[src/rtl/uart_prog_loader.sv]
// Serial program loader: UART bytes -> framed 16-bit words -> program RAM write port.
// Optional inter-byte timeout enabled by defining LOADER_TIMEOUT_EN.
module uart_prog_loader #(
    parameter int unsigned       CLKS_PER_BIT   = 434,
    parameter int unsigned       ADDR_W         = 8,
    parameter logic [ADDR_W-1:0] START_ADDR     = '0,
    parameter int unsigned       TIMEOUT_CYCLES = 1000000
) (
    input  logic              clk,
    input  logic              reset,
    input  logic              rx_in,
    output logic              ram_we,
    output logic [ADDR_W-1:0] ram_addr,
    output logic [15:0]       ram_wdata,
    output logic              cpu_hold,
    output logic              busy,
    output logic              load_done,
    output logic              load_err,
    output logic              err_sticky
);

    localparam int unsigned     CNT_W     = $clog2(CLKS_PER_BIT);
    localparam logic [CNT_W-1:0] HALF_BIT = CNT_W'(CLKS_PER_BIT / 2 - 1);
    localparam logic [CNT_W-1:0] FULL_BIT = CNT_W'(CLKS_PER_BIT - 1);
    localparam logic [7:0]      SYNC_BYTE = 8'hA5;

    typedef enum logic [1:0] {RX_IDLE, RX_START, RX_DATA, RX_STOP} rx_state_e;
    typedef enum logic [2:0] {S_IDLE, S_COUNT, S_HI, S_LO, S_CHK} state_e;

    logic [1:0]       rx_sync_q;
    logic             rx_prev_q;
    logic             rx_s;
    rx_state_e        rx_state_q;
    logic [CNT_W-1:0] clk_cnt_q;
    logic [2:0]       bit_cnt_q;
    logic [7:0]       shift_q;
    logic             byte_valid_q;
    logic             frame_err_q;

    state_e           state_q;
    logic [8:0]       words_q;
    logic [7:0]       hi_q;
    logic [7:0]       sum_q;
    logic [7:0]       chk_sum;
    logic             timeout_hit;

    assign rx_s    = rx_sync_q[1];
    assign chk_sum = sum_q + shift_q;
    assign busy    = (state_q != S_IDLE);

    // Two-flop synchroniser plus a delayed copy for falling-edge detection
    always_ff @(posedge clk) begin
        if (reset) begin
            rx_sync_q <= 2'b11;
            rx_prev_q <= 1'b1;
        end else begin
            rx_sync_q <= {rx_sync_q[0], rx_in};
            rx_prev_q <= rx_s;
        end
    end

    // UART receiver: start re-checked at half bit, data and stop sampled mid-bit
    always_ff @(posedge clk) begin
        byte_valid_q <= 1'b0;
        frame_err_q  <= 1'b0;
        if (reset) begin
            rx_state_q <= RX_IDLE;
            clk_cnt_q  <= '0;
            bit_cnt_q  <= '0;
            shift_q    <= '0;
        end else begin
            case (rx_state_q)
                RX_IDLE: begin
                    if (rx_prev_q && !rx_s) begin
                        rx_state_q <= RX_START;
                        clk_cnt_q  <= '0;
                    end
                end
                RX_START: begin
                    if (clk_cnt_q == HALF_BIT) begin
                        clk_cnt_q  <= '0;
                        bit_cnt_q  <= '0;
                        rx_state_q <= rx_s ? RX_IDLE : RX_DATA;
                    end else begin
                        clk_cnt_q <= clk_cnt_q + CNT_W'(1);
                    end
                end
                RX_DATA: begin
                    if (clk_cnt_q == FULL_BIT) begin
                        clk_cnt_q <= '0;
                        shift_q   <= {rx_s, shift_q[7:1]};
                        if (bit_cnt_q == 3'd7) begin
                            rx_state_q <= RX_STOP;
                        end else begin
                            bit_cnt_q <= bit_cnt_q + 3'd1;
                        end
                    end else begin
                        clk_cnt_q <= clk_cnt_q + CNT_W'(1);
                    end
                end
                RX_STOP: begin
                    if (clk_cnt_q == FULL_BIT) begin
                        clk_cnt_q    <= '0;
                        rx_state_q   <= RX_IDLE;
                        byte_valid_q <= rx_s;
                        frame_err_q  <= !rx_s;
                    end else begin
                        clk_cnt_q <= clk_cnt_q + CNT_W'(1);
                    end
                end
                default: rx_state_q <= RX_IDLE;
            endcase
        end
    end

`ifdef LOADER_TIMEOUT_EN
    localparam int unsigned TMO_W = $clog2(TIMEOUT_CYCLES + 1);
    logic [TMO_W-1:0] tmo_cnt_q;

    // Idle time since the last received byte while a frame is open
    always_ff @(posedge clk) begin
        if (reset || byte_valid_q || state_q == S_IDLE) begin
            tmo_cnt_q <= '0;
        end else begin
            tmo_cnt_q <= tmo_cnt_q + TMO_W'(1);
        end
    end

    assign timeout_hit = (tmo_cnt_q == TMO_W'(TIMEOUT_CYCLES - 1)) && !byte_valid_q;
`else
    logic unused_timeout;
    assign unused_timeout = (TIMEOUT_CYCLES != 0);
    assign timeout_hit    = 1'b0;
`endif

    // Frame parser and RAM write sequencing
    always_ff @(posedge clk) begin
        if (reset) begin
            state_q    <= S_IDLE;
            ram_we     <= 1'b0;
            ram_addr   <= START_ADDR;
            ram_wdata  <= '0;
            cpu_hold   <= 1'b0;
            load_done  <= 1'b0;
            load_err   <= 1'b0;
            err_sticky <= 1'b0;
            words_q    <= '0;
            hi_q       <= '0;
            sum_q      <= '0;
        end else begin
            ram_we    <= 1'b0;
            load_done <= 1'b0;
            load_err  <= 1'b0;
            if (state_q != S_IDLE && (frame_err_q || timeout_hit)) begin
                state_q    <= S_IDLE;
                load_err   <= 1'b1;
                err_sticky <= 1'b1;
            end else begin
                case (state_q)
                    S_IDLE: begin
                        if (byte_valid_q && shift_q == SYNC_BYTE) begin
                            state_q    <= S_COUNT;
                            cpu_hold   <= 1'b1;
                            err_sticky <= 1'b0;
                            ram_addr   <= START_ADDR;
                            sum_q      <= '0;
                        end
                    end
                    S_COUNT: begin
                        if (byte_valid_q) begin
                            words_q <= (shift_q == 8'd0) ? 9'd256 : {1'b0, shift_q};
                            state_q <= S_HI;
                        end
                    end
                    S_HI: begin
                        if (byte_valid_q) begin
                            hi_q    <= shift_q;
                            sum_q   <= sum_q + shift_q;
                            state_q <= S_LO;
                        end
                    end
                    S_LO: begin
                        // ram_we high means the write just went out: advance pointer and count
                        if (ram_we) begin
                            ram_addr <= ram_addr + ADDR_W'(1);
                            words_q  <= words_q - 9'd1;
                            state_q  <= (words_q == 9'd1) ? S_CHK : S_HI;
                        end else if (byte_valid_q) begin
                            ram_we    <= 1'b1;
                            ram_wdata <= {hi_q, shift_q};
                            sum_q     <= sum_q + shift_q;
                        end
                    end
                    S_CHK: begin
                        if (byte_valid_q) begin
                            state_q <= S_IDLE;
                            if (chk_sum == 8'd0) begin
                                load_done <= 1'b1;
                                cpu_hold  <= 1'b0;
                            end else begin
                                load_err   <= 1'b1;
                                err_sticky <= 1'b1;
                            end
                        end
                    end
                    default: state_q <= S_IDLE;
                endcase
            end
        end
    end

endmodule

[config.mk]
export PLATFORM = sky130hd
export DESIGN_NAME = uart_prog_loader
export DESIGN_NICKNAME = d
export VERILOG_FILES = /design/src/rtl/uart_prog_loader.sv
export SDC_FILE = /design/constraint.sdc
export NUM_CORES = 1
export LEC_CHECK = 0
export ABC_AREA = 0
export ABC_CLOCK_PERIOD_IN_PS = 2800
export CAP_MARGIN = 20
export CORE_MARGIN = 2
export CORE_UTILIZATION = 58
export CTS_CLUSTER_DIAMETER = 150
export DETAILED_ROUTE_END_ITERATION = 6
export GPL_ROUTABILITY_DRIVEN = 0
export MAX_ROUTING_LAYER = met4
export PLACE_DENSITY = 0.79
export REMOVE_ABC_BUFFERS = 1
export SLEW_MARGIN = 10
export SYNTH_ARGS = -nofsm -noshare
export SYNTH_HDL_FRONTEND = slang
export SYNTH_SLANG_ARGS = --single-unit
[constraint.sdc]
create_clock -name clk -period 2.8 [get_ports clk]
set_input_delay 0.42 -clock clk [delete_from_list [all_inputs] [get_ports clk]]
set_output_delay 0.42 -clock clk [all_outputs]
set_load 0.02 [all_outputs]
==> results of run 1 <==
==> worst max-delay path: cells and delay by family, from the launching register on <==
kind                     cells  cell delay [ns]
flip-flops                   1             0.39
adder cells (fa/ha/maj)      2             0.70
AND/OR/NAND/NOR              4             0.96
AO/OA/AOI/OAI                1             0.32
==> layer usage <==
layer,wire [µm],part of all wire [%]
met5,0,0
met1,4350,47
met3,518,5.6
met2,4170,45
met4,176,1.9
==> kinds of logic (layout without fill, tap and decap cells) <==
| logic type | count (synthesis) | in the layout |
|---|---|---|
| flip-flops | 84 | 84 |
| adder cells (fa/ha/maj) | 16 | 16 |
| AND/OR/NAND/NOR | 189 | 189 |
| AO/OA/AOI/OAI | 105 | 105 |
| buffers and inverters | 35 | 63 |
| XOR/XNOR | 10 | 10 |
| multiplexers | 35 | 35 |
==> flip-flops by register name (all words and copies together) (netlist names), 2 cells and up, named ones only <==
signal	count
bit_cnt_q	3
clk_cnt_q	9
hi_q	8
ram_addr	8
ram_wdata	16
rx_sync_q	2
shift_q	8
state_q	3
sum_q	8
words_q	9
==> where the power goes <==
part           switching (mW)  internal [mW]
logic                   0.149         0.0883
clock network           0.479          0.333
registers              0.0332           1.21
total                   0.661           1.63
==> how the worst max path moves through the flow <==
stage | from | endpoint | slack (ns) | cells after the start
finish | shift_q[0] | load_done | 0.37 | 7
global route | shift_q[0] | load_done | 0.24 | 7
CTS | shift_q[0] | load_done | 0.37 | 7
detailed placement | shift_q[0] | load_done | 0.40 | 7
global placement | shift_q[0] | load_err | 0.50 | 7
floorplan | state_q[1] | ram_wdata[0] | 0.61 | 4
==> per-stage QoR <==
step,setup slack (ns),hold slack [ns],utilization (%),instances
floorplan,0.614,0.389,-,449
global placement,0.495,0.394,65.9,582
detailed placement,0.403,0.399,65.9,582
CTS,0.370,0.420,68.5,598
global route,0.238,0.424,68.5,598
finish,0.367,0.416,68.5,598
==> cell type report <==
cell class | count | area, µm² | share of cell area [%]
clock buffers | 9 | 124 | 2.63
well taps | 96 | 120 | 2.55
flip-flops and latches | 84 | 1680 | 35.7
inverters | 10 | 37.5 | 0.797
multi-input cells | 355 | 2330 | 49.6
repair buffers | 37 | 353 | 7.50
clock inverters | 7 | 57.6 | 1.22
==> cell usage in the layout, fill, tap and decap left out, types with 3 or more instances in the layout <==
cell             Yosys  final
nor3b_1              3      3
clkbuf_8             0      9
a21oi_1             39     39
nor3_1               8      8
inv_1               10     10
o21ai_0             18     18
clkinvlp_4           0      3
nor2_1              72     72
nand4b_1             6      6
ha_1                15     15
and3_1               4      4
xor2_1               3      3
nand3b_1             5      5
or2_2                4      4
a211oi_1             9      9
nand2b_1             8      8
inv_6                0      3
a41oi_1              4      4
xnor2_1              7      7
clkdlybuf4s50_1      0     31
nand2_1             30     30
buf_4                3      5
o211ai_1             5      5
a22oi_1              3      3
nand3_1             18     18
mux2i_1             35     35
nor4_1               5      5
and4_1               6      6
dfxtp_1             84     84
nor2b_1              3      3
==> metrics.md, run 1 <==
| Metric | Value |
|---|---|
| Synth cell count leaders | 84 x dfxtp_1, 72 x nor2_1, 39 x a21oi_1, 35 x mux2i_1, 30 x nand2_1 |
| Unrepaired setup endpoints after global routing | false |
| CP max FO | 8 |
| Slew Limit Fails | 0 |
| Worst Setup Path Type | reg2reg |
| Grt peak-use layer | met2 |
| DRC viols | 0 |
| Top_reg_cell synth | dfxtp_1 |
| Drt total wl | 9.22 mm |
| Setup Skew | 0.0118 ns |
| Largest area contributor in the netlist | dfxtp_1 |
| RR Endpoint | load_done |
| Number of buffers added on ports | 32 |
| Clk slew on worst S/H paths | ~0.10 ns |
| Initial antenna violation count | 0 |
| Outcome | finished, final reports clean |
| Final Cycle Share | 86.9% |
| Largest net degree at the start of global routing | 28 |
| Final hold vios | 0 |
| Cells after synthesis | 474 |
| Final Setup Violations | 0 |
| Routed wire per std cell | 15.4 µm |
| Worst skew pair latency | 0.36 ns |
| Slew @ Worst Pin | ~0.8 ns |
| Nets | 516 |
| Adder-Cell Fraction of Synth Area | 4.98% |
| Ant. Diodes | 0 |
| Number of synthesized flops with an enable pin | 0 |
| Reg2Reg Depth | 7 |
| Seq/Total Area, Yosys | 40.3% |
| Vias in the first global route | about 3.4k |
| CTS Hold Bufs | 0 |
| CTS root buffer | clkbuf_8 |
| Unique masters post-synth | 61 |
| Compound-Gate Fraction of Synth Area | 16.7% |
| Cell area after placement | 0.00453 mm² |
| Crit start category | flop |
| Worst path cell trace | ha_1 -> fa_1 -> a211oi_2 -> nor4b_1 -> nand4b_1 -> nor4_2 -> and3_1 |
| GR Util met2 | 38.6% |
| Avg Vias per Cell | 6.01 |
| Most frequent cell after synthesis | dfxtp_1 |
| Worst path slowest cell | fa_1 |
| Leak pwr | 1.86 nW |
| Initial DRC count | 272 |
| Die H | 88.8 µm |
| Grt total ovfl | 0 |
| Die Width | between 80 and 90 µm |
| Synth async-reset ratio | 0% |
| Clk sink count | 84 |
| Layout cells sized above 1 | 7.57% |
| Initial core utilization | 60.8% |
| Simple-Gate Fraction of Synth Area | 23.8% |
| DR vias | ~3.6k |
| Pwr Density | 487 mW/mm² |
| Syn Area/Cell | approximately 8.8 µm² |
| Cell area after layout | ~0.0047 mm² |
| CTS tree | done |
| Met1 Use GR | between 30% and 40% |
| Synth top area cells | dfxtp_1 40%, mux2i_1 8.4%, nor2_1 6.5%, a21oi_1 4.7%, ha_1 4.5% |
| Reg-to-Reg Start | shift_q[0] |
| ANT nets after route | 0 |
| H-tree Lvls | 3 |
| XOR/XNOR Fraction of Synth Area | 2.10% |
| CTS Buf Count | 9 |
| Peak supply drop | 396 µV |
| Clock Tree Buf Depth | 2 |
| Post-route setup TNS | 0 ns |
| Cts repair resizes | 0 |
| Top-area cell type share of the netlist area | 40.3% |
| Post-CTS Setup Inserts | 0 |
| Top Ports | 33 |
| GRT Total Usage | between 20% and 30% |
| First-pass GRT wire length | between 15 and 20 mm |
| M3 GR Usage | 3.82% |
| Warnings from Yosys | 0 |
| Critical Path End Type | flop |
| Die footprint | around 0.008 mm² |
| Worst Hold Path EP | rx_sync_q[1] |
| # fillers | 577 |
| Max-Cap Viols | 0 |
| Tmin final | 2.43 ns |
| First-pass detailed-route iteration total | 4 |
| Crit-path max cell delay | 0.43 ns |
| Max_slew headroom | 46.0% |
| Worst EP required | 3.11 ns |
| Critical path arrival | 2.74 ns |
| Largest family of logic cells by synthesized area | simple AND/OR/NAND/NOR gates |
| Hold Crit Depth | 1 |
| Site row count | 30 |
| Number of synthesized register bits | between 80 and 90 |
| Area growth, synth to finish | 12.8% |
| Tot Pwr | approximately 2.3 mW |
| Reg2Reg Setup Slack | 0.37 ns |
| Core footprint | about 0.0069 mm² |
| HPWL after DPL | between 6 and 7 mm |
| Max Clk Rate | roughly 400 MHz |
| Multiplexer share of the synthesized area | roughly 8.4% |
| Synth Cell Area | 0.00417 mm² |
| Hold Crit Start | rx_sync_q[0] |
| Hold crit path type | reg2reg |
(Power assumes the default switching activity.)
==> inputs of run 2 (changes only) <==
--- a/config.mk
+++ b/config.mk
@@ -5,8 +5,6 @@
 export SDC_FILE = /design/constraint.sdc
 export NUM_CORES = 1
 export LEC_CHECK = 0
-export ABC_AREA = 0
-export ABC_CLOCK_PERIOD_IN_PS = 2800
 export CAP_MARGIN = 20
 export CORE_MARGIN = 2
 export CORE_UTILIZATION = 58
==> results of run 2 <==
No change in the layout: final DEF, timing and power equal those of run 1.
